<file path="src/rtl/cla_nibble_sequencer_if.sv">
// Request/response bundle between a datapath and the nibble-serial add/sub sequencer.
interface cla_nibble_sequencer_if #(
  parameter int unsigned W = 16
);
  logic         start;
  logic         sub;
  logic [W-1:0] op_a;
  logic [W-1:0] op_b;
  logic         busy;
  logic         done;
  logic [W-1:0] result;
  logic         carry_out;
  logic         overflow;

  modport master (
    output start, sub, op_a, op_b,
    input  busy, done, result, carry_out, overflow
  );

  modport slave (
    input  start, sub, op_a, op_b,
    output busy, done, result, carry_out, overflow
  );
endinterface

</file>
<file path="src/rtl/cla_nibble_sequencer.sv">
// Time-shares one external 4-bit CLA across a NIBBLES*4-bit add/subtract, LSB nibble first,
// with the inter-nibble carry held in a flop.
module cla_nibble_sequencer #(
  parameter int unsigned NIBBLES = 4
) (
  input  logic                   clk,
  input  logic                   rst,
  cla_nibble_sequencer_if.slave  req,
  output logic [3:0]             cla_a,
  output logic [3:0]             cla_b,
  output logic                   cla_cin,
  input  logic [3:0]             cla_s,
  input  logic                   cla_cout
);
  localparam int unsigned W     = 4 * NIBBLES;
  localparam int unsigned IDX_W = (NIBBLES > 1) ? $clog2(NIBBLES) : 1;
  localparam logic [IDX_W-1:0] LAST_IDX = IDX_W'(NIBBLES - 1);

  typedef enum logic [1:0] {IDLE, RUN, DONE} state_t;

  state_t           state_q, state_d;
  logic [W-1:0]     a_q, bx_q, acc_q, acc_d;
  logic             carry_q;
  logic [IDX_W-1:0] idx_q;
  logic [IDX_W+1:0] shamt_c;
  logic             accept_c, last_c;

  assign shamt_c = {idx_q, 2'b00};

  // State register
  always_ff @(posedge clk) begin
    if (rst) state_q <= IDLE;
    else     state_q <= state_d;
  end

  // Next state, CLA drive and merged accumulator for the current nibble
  always_comb begin
    state_d  = state_q;
    accept_c = 1'b0;
    last_c   = 1'b0;
    cla_a    = 4'h0;
    cla_b    = 4'h0;
    cla_cin  = 1'b0;
    acc_d    = acc_q;
    unique case (state_q)
      IDLE: begin
        if (req.start) begin
          accept_c = 1'b1;
          state_d  = RUN;
        end
      end
      RUN: begin
        cla_a   = 4'(a_q >> shamt_c);
        cla_b   = 4'(bx_q >> shamt_c);
        cla_cin = carry_q;
        acc_d   = (acc_q & ~(W'(4'hF) << shamt_c)) | (W'(cla_s) << shamt_c);
        if (idx_q == LAST_IDX) begin
          last_c  = 1'b1;
          state_d = DONE;
        end
      end
      DONE:    state_d = IDLE;
      default: state_d = IDLE;
    endcase
  end

  // Operand latch, nibble walk and result load; B is pre-inverted for subtract
  always_ff @(posedge clk) begin
    if (rst) begin
      a_q           <= '0;
      bx_q          <= '0;
      acc_q         <= '0;
      carry_q       <= 1'b0;
      idx_q         <= '0;
      req.busy      <= 1'b0;
      req.done      <= 1'b0;
      req.result    <= '0;
      req.carry_out <= 1'b0;
      req.overflow  <= 1'b0;
    end else begin
      req.busy <= (state_d != IDLE);
      req.done <= (state_d == DONE);
      if (accept_c) begin
        a_q     <= req.op_a;
        bx_q    <= req.op_b ^ {W{req.sub}};
        carry_q <= req.sub;
        idx_q   <= '0;
        acc_q   <= '0;
      end else if (state_q == RUN) begin
        acc_q   <= acc_d;
        carry_q <= cla_cout;
        idx_q   <= last_c ? '0 : idx_q + IDX_W'(1);
      end
      if (last_c) begin
        req.result    <= acc_d;
        req.carry_out <= cla_cout;
        req.overflow  <= (a_q[W-1] == bx_q[W-1]) & (cla_s[3] != a_q[W-1]);
      end
    end
  end
endmodule

</file>
<file path="src/flat_wrapper.sv">
// flat-port wrapper written by rule: the top's interface ports become plain ports
module cla_nibble_sequencer_flat 
#(
  parameter int unsigned NIBBLES = 4
)
  (clk, rst, cla_a, cla_b, cla_cin, cla_s, cla_cout, req_start, req_sub, req_op_a, req_op_b, req_busy, req_done, req_result, req_carry_out, req_overflow);
  cla_nibble_sequencer_if #(.W((4 * (4)))) req_i ();
  input  logic clk;
  input  logic rst;
  output logic [3:0] cla_a;
  output logic [3:0] cla_b;
  output logic cla_cin;
  input  logic [3:0] cla_s;
  input  logic cla_cout;
  input wire logic [$bits(req_i.start)-1:0] req_start;
  input wire logic [$bits(req_i.sub)-1:0] req_sub;
  input wire logic [$bits(req_i.op_a)-1:0] req_op_a;
  input wire logic [$bits(req_i.op_b)-1:0] req_op_b;
  output wire logic [$bits(req_i.busy)-1:0] req_busy;
  output wire logic [$bits(req_i.done)-1:0] req_done;
  output wire logic [$bits(req_i.result)-1:0] req_result;
  output wire logic [$bits(req_i.carry_out)-1:0] req_carry_out;
  output wire logic [$bits(req_i.overflow)-1:0] req_overflow;
  assign req_i.start = req_start;
  assign req_i.sub = req_sub;
  assign req_i.op_a = req_op_a;
  assign req_i.op_b = req_op_b;
  assign req_busy = req_i.busy;
  assign req_done = req_i.done;
  assign req_result = req_i.result;
  assign req_carry_out = req_i.carry_out;
  assign req_overflow = req_i.overflow;
  cla_nibble_sequencer #(.NIBBLES(NIBBLES)) u_core (.clk(clk), .rst(rst), .req(req_i), .cla_a(cla_a), .cla_b(cla_b), .cla_cin(cla_cin), .cla_s(cla_s), .cla_cout(cla_cout));
endmodule
</file>
<file path="config.mk">
export PLATFORM = sky130hd
export DESIGN_NAME = cla_nibble_sequencer_flat
export DESIGN_NICKNAME = d
export VERILOG_FILES = /design/src/rtl/cla_nibble_sequencer_if.sv /design/src/rtl/cla_nibble_sequencer.sv /design/src/flat_wrapper.sv
export SDC_FILE = /design/constraint.sdc
export NUM_CORES = 1
export LEC_CHECK = 0
export CORE_ASPECT_RATIO = 0.75
export CORE_UTILIZATION = 45
export CTS_CLUSTER_DIAMETER = 60
export DETAILED_ROUTE_END_ITERATION = 6
export PLACE_DENSITY = 0.73
export SLEW_MARGIN = 20
export SYNTH_ARGS = -nofsm -noshare
export SYNTH_HDL_FRONTEND = slang
export SYNTH_SLANG_ARGS = --single-unit
</file>
<file path="constraint.sdc">
create_clock -name clk -period 1.6 [get_ports clk]
set_clock_uncertainty 0.15 [all_clocks]
set_input_delay 0.32 -clock clk [delete_from_list [all_inputs] [get_ports clk]]
set_output_delay 0.32 -clock clk [all_outputs]
set_load 0.05 [all_outputs]
</file>
==> tab_implementation.tex <==
\begin{tabular}{lr}
\hline
Metric & Value \\
\hline
\multicolumn{2}{l}{\textbf{Outcome}} \\
\quad Outcome & complete, but fails checks \\
\quad Failing checks & negative setup slack \\
\multicolumn{2}{l}{\textbf{Power}} \\
\quad Overall power of the completed layout & 3931 uW \\
\quad Power Internal & 2839 uW \\
\quad Part of the power in registers & 47.0\% \\
\quad Leakage power figure & 0.001978 uW \\
\quad Power density over the cells & 762.5 nW/um\^{}2 \\
\quad Relative contribution of combinational cells to total power & 21.5\% \\
\quad Worst vdd ir & 497.3 uV \\
\quad Net switching power of the design & 1092 uW \\
\quad Clk pwr share & about a third \\
\quad Switching share of power & roughly 28\% \\
\multicolumn{2}{l}{\textbf{Clock tree}} \\
\quad Hold-fix buffers at CTS & 0 \\
\quad Clock Sink Count & around 70 \\
\quad Library cell used as clock root buffer & clkbuf\_8 \\
\quad Clock H-tree levels & 3 \\
\quad Clock-pin slew on the worst setup and hold paths & 0.08 ns \\
\quad CTS tree & yes \\
\quad Maximum buffer depth of the clock tree & 2 \\
\quad Cts bufs inserted & 9 \\
\quad Clock Latency Late Sink & 0.35 ns \\
\multicolumn{2}{l}{\textbf{Timing}} \\
\quad Final critical delay including setup and external delays & 2.141 ns \\
\quad Worst Tran Pin Value & 0.6143 ns \\
\quad Setup slack after layout & -0.5410 ns \\
\quad Number of max-slew violations in the final report & 0 \\
\quad Final hold vios & 0 \\
\quad Share of the clock period used by the worst path & 133.8\% \\
\quad Setup repair after global routing missed its margin & yes \\
\quad Highest attainable clock frequency & 467.1 MHz \\
\quad Tightest slew margin relative to the limit & 58.92\% \\
\quad Setup Viol. Count Final & 65 \\
\multicolumn{2}{l}{\textbf{GRT}} \\
\quad Number of antenna violations at the first check in global routing & 0 \\
\quad First-pass GRT wire length & $\sim$14000 um \\
\quad Overall overflow remaining after global route & 0 \\
\quad Tot GR Track Use & $\sim$25\% \\
\quad Number of global-route vias before repair & 2749 \\
\quad Pin count of the biggest net entering global routing & 24 \\
\multicolumn{2}{l}{\textbf{Setup path}} \\
\quad Endpoint kind of the worst setup timing path & output port \\
\quad Crit path arrival time & 1.67 ns \\
\quad Critical path class & register to output port \\
\quad Critical R2R Launch & u\_core.idx\_q[0] \\
\quad Worst EP required & approximately 1.1 ns \\
\quad Startpoint of the most critical setup path & u\_core.idx\_q[0] \\
\quad Worst setup SP type & register \\
\quad Highest fanout seen on the critical path & 4 \\
\multicolumn{2}{l}{\textbf{Detailed routing}} \\
\quad Length of the first detailed-routing pass in iterations & 7 \\
\quad Mean routed wirelength per cell & 20.77 um \\
\quad DRC violation count after routing & 0 \\
\quad Number of vias in the routed layout & just under 3000 \\
\quad Detailed-route vias per instance & around 6 \\
\quad Detailed Route WL & about 10000 um \\
\quad Initial DRC count & roughly 220 \\
\quad Number of nets with antenna violations after detailed routing & 0 \\
\multicolumn{2}{l}{\textbf{Placement}} \\
\quad Placement Cell Area & $\sim$4400 um\^{}2 \\
\quad DP HPWL & 5290 um \\
\quad Placer congestion estimate & 0.7758 \\
\quad Input/output buffers & 69 \\
\quad Placement Setup Slack & -0.3514 ns \\
\multicolumn{2}{l}{\textbf{Cells and area}} \\
\quad Most common library cell in the layout ignoring fill and taps & dfxtp\_1 \\
\quad Leading cell types in the layout, fill and taps excluded & 66 x dfxtp\_1, 61 x nor2\_1, 39 x clkdlybuf4s50\_1 \\
\quad \# diodes & 0 \\
\quad Post-layout utilization of the core & 80.02\% \\
\quad Layout Area Growth over Synthesis & 68.34\% \\
\quad Final instance area & approximately 5200 um\^{}2 \\
\quad Share of final-layout standard cells stronger than drive strength 1 & 40.52\% \\
\quad Layout Nets & 463 \\
\multicolumn{2}{l}{\textbf{Min path}} \\
\quad Class of the tightest hold or removal check & primary input to register \\
\quad Hold Crit Start & rst \\
\multicolumn{2}{l}{\textbf{Logic synthesis}} \\
\quad Average cell area after synthesis & 9.755 um\^{}2 \\
\quad Mapped Cells & 314 \\
\quad Share of synthesized area occupied by flip-flops and latches & 45.10\% \\
\quad Unique cell type count in the Yosys netlist & 33 \\
\quad Mapped Nets & between 300 and 400 \\
\quad Total of warnings raised by yosys & 0 \\
\quad Register bit count reported by yosys & just under 70 \\
\quad Netlist Area Pre-Place & 3063 um\^{}2 \\
\multicolumn{2}{l}{\textbf{Floorplanning}} \\
\quad DIE HEIGHT & 73.45 um \\
\quad Horizontal die dimension & 97.27 um \\
\quad Area inside the core boundary & $\sim$6400 um\^{}2 \\
\quad Die area & 7144 um\^{}2 \\
\quad Num ports & 70 \\
\quad Num rows & 25 \\
\quad Initial Util & 47.53\% \\
\multicolumn{2}{l}{\textbf{Flow run}} \\
\quad Number of maximum-capacitance constraint violations & 0 \\
\hline
\end{tabular}
layout make-up:
class / count / area (um^2)
multi-input cells: 211 / 1893
repair buffers: 123 / 1589
flip-flops and latches: 69 / 1390
fillers: 344 / 1287
clock buffers: 14 / 152.6
well taps: 81 / 101.3
inverters: 4 / 22.52
clock inverters: 1 / 7.507
worst max-delay path, cell delays in order, from the launching register on:
cell and delay (ns):
dfxtp_4 0.38, buf_8 0.13, mux4_2 0.51, nor2b_4 0.15
buf_12 0.15
kinds of logic (layout without fill, tap and decap cells):
| kind of cell | after synthesis | in the layout | synth area share, % |
|---|---|---|---|
| xor+xnor | 16 | 16 | 4.575 |
| simple gates | 114 | 115 | 18.79 |
| fa+ha+maj | 4 | 4 | 1.634 |
| mux | 25 | 25 | 11.44 |
| buf+inv | 35 | 142 | 5.964 |
| flops | 69 | 69 | 45.10 |
| compound gates | 51 | 51 | 12.50 |
synthesized netlist by cell type, drive strengths merged:
master,count,share of area (%)
mux2i,17,5.6
a21oi,8,1.3
a211oi,17,4.2
nor3b,1,0.41
nor4b,1,0.49
and3b,1,0.29
or3,1,0.20
nand2,7,0.86
and4bb,2,0.82
o21ba,2,0.65
dfxtp,69,45
nor2,65,8.0
nand4,4,0.82
ha,4,1.6
or3b,1,0.29
mux4,8,5.9
xnor2,16,4.6
or2,1,0.20
a22oi,12,2.9
nand3b,5,1.9
inv,4,0.49
nor2b,10,2.0
nand2b,2,0.41
nor3,13,2.1
buf,19,3.9
clkbuf,12,1.6
a221oi,12,3.4
stage by stage:
stage / setup TNS [ns] / hold WS (ns) / instances
final: -13.63 / 0.3159 / 503
after floorplan: -0.3463 / 0.3046 / 314
after CTS: -6.223 / 0.2635 / 492
after detailed placement: -16.26 / 0.3360 / 466
after global placement: -12.85 / 0.3175 / 466
after global routing: -15.85 / 0.3318 / 503
sequential cells by signal (all words and copies together) (netlist names), 2 cells and up:
signal and count:
u_core.req.result 16, u_core.bx_q 16, u_core.state_q 2, u_core.a_q 16, u_core.acc_q 12, u_core.idx_q 2
power by group through the flow:
stage	combinational, uW	sequential, uW	clock, uW
detailed placement	645	1880	0
global placement	629	1880	0
CTS	715	1840	1220
global route	886	1850	1320
finish	847	1850	1240
floorplan	399	1870	0
routing by layer:
layer	share of wire, %	vias up	GRT usage, %
li1	-	1314	-
met1	42	1454	31.09
met4	2.1	0	8.170
met5	0	-	0
met2	50	139	42.57
met3	6.8	27	8.183
timing repair:
action,4_1_cts,5_1_grt
endpoints found under the setup margin,32,74
gates resized for setup,28,45
gates cloned,2,4
pin swaps,11,41
setup buffers,9,8
worst paths after layout:
check                                             to  slack (ns)  depth (start not counted)
worst max-delay path                        cla_b[2]       -0.54                          4
worst min-delay path            u_core.req.carry_out        0.32                          3
worst max register to register  u_core.req.result[9]       -0.43                          7
worst min register to register         u_core.a_q[2]        0.36                          2
Note: power is estimated with default switching activity, not from simulation.
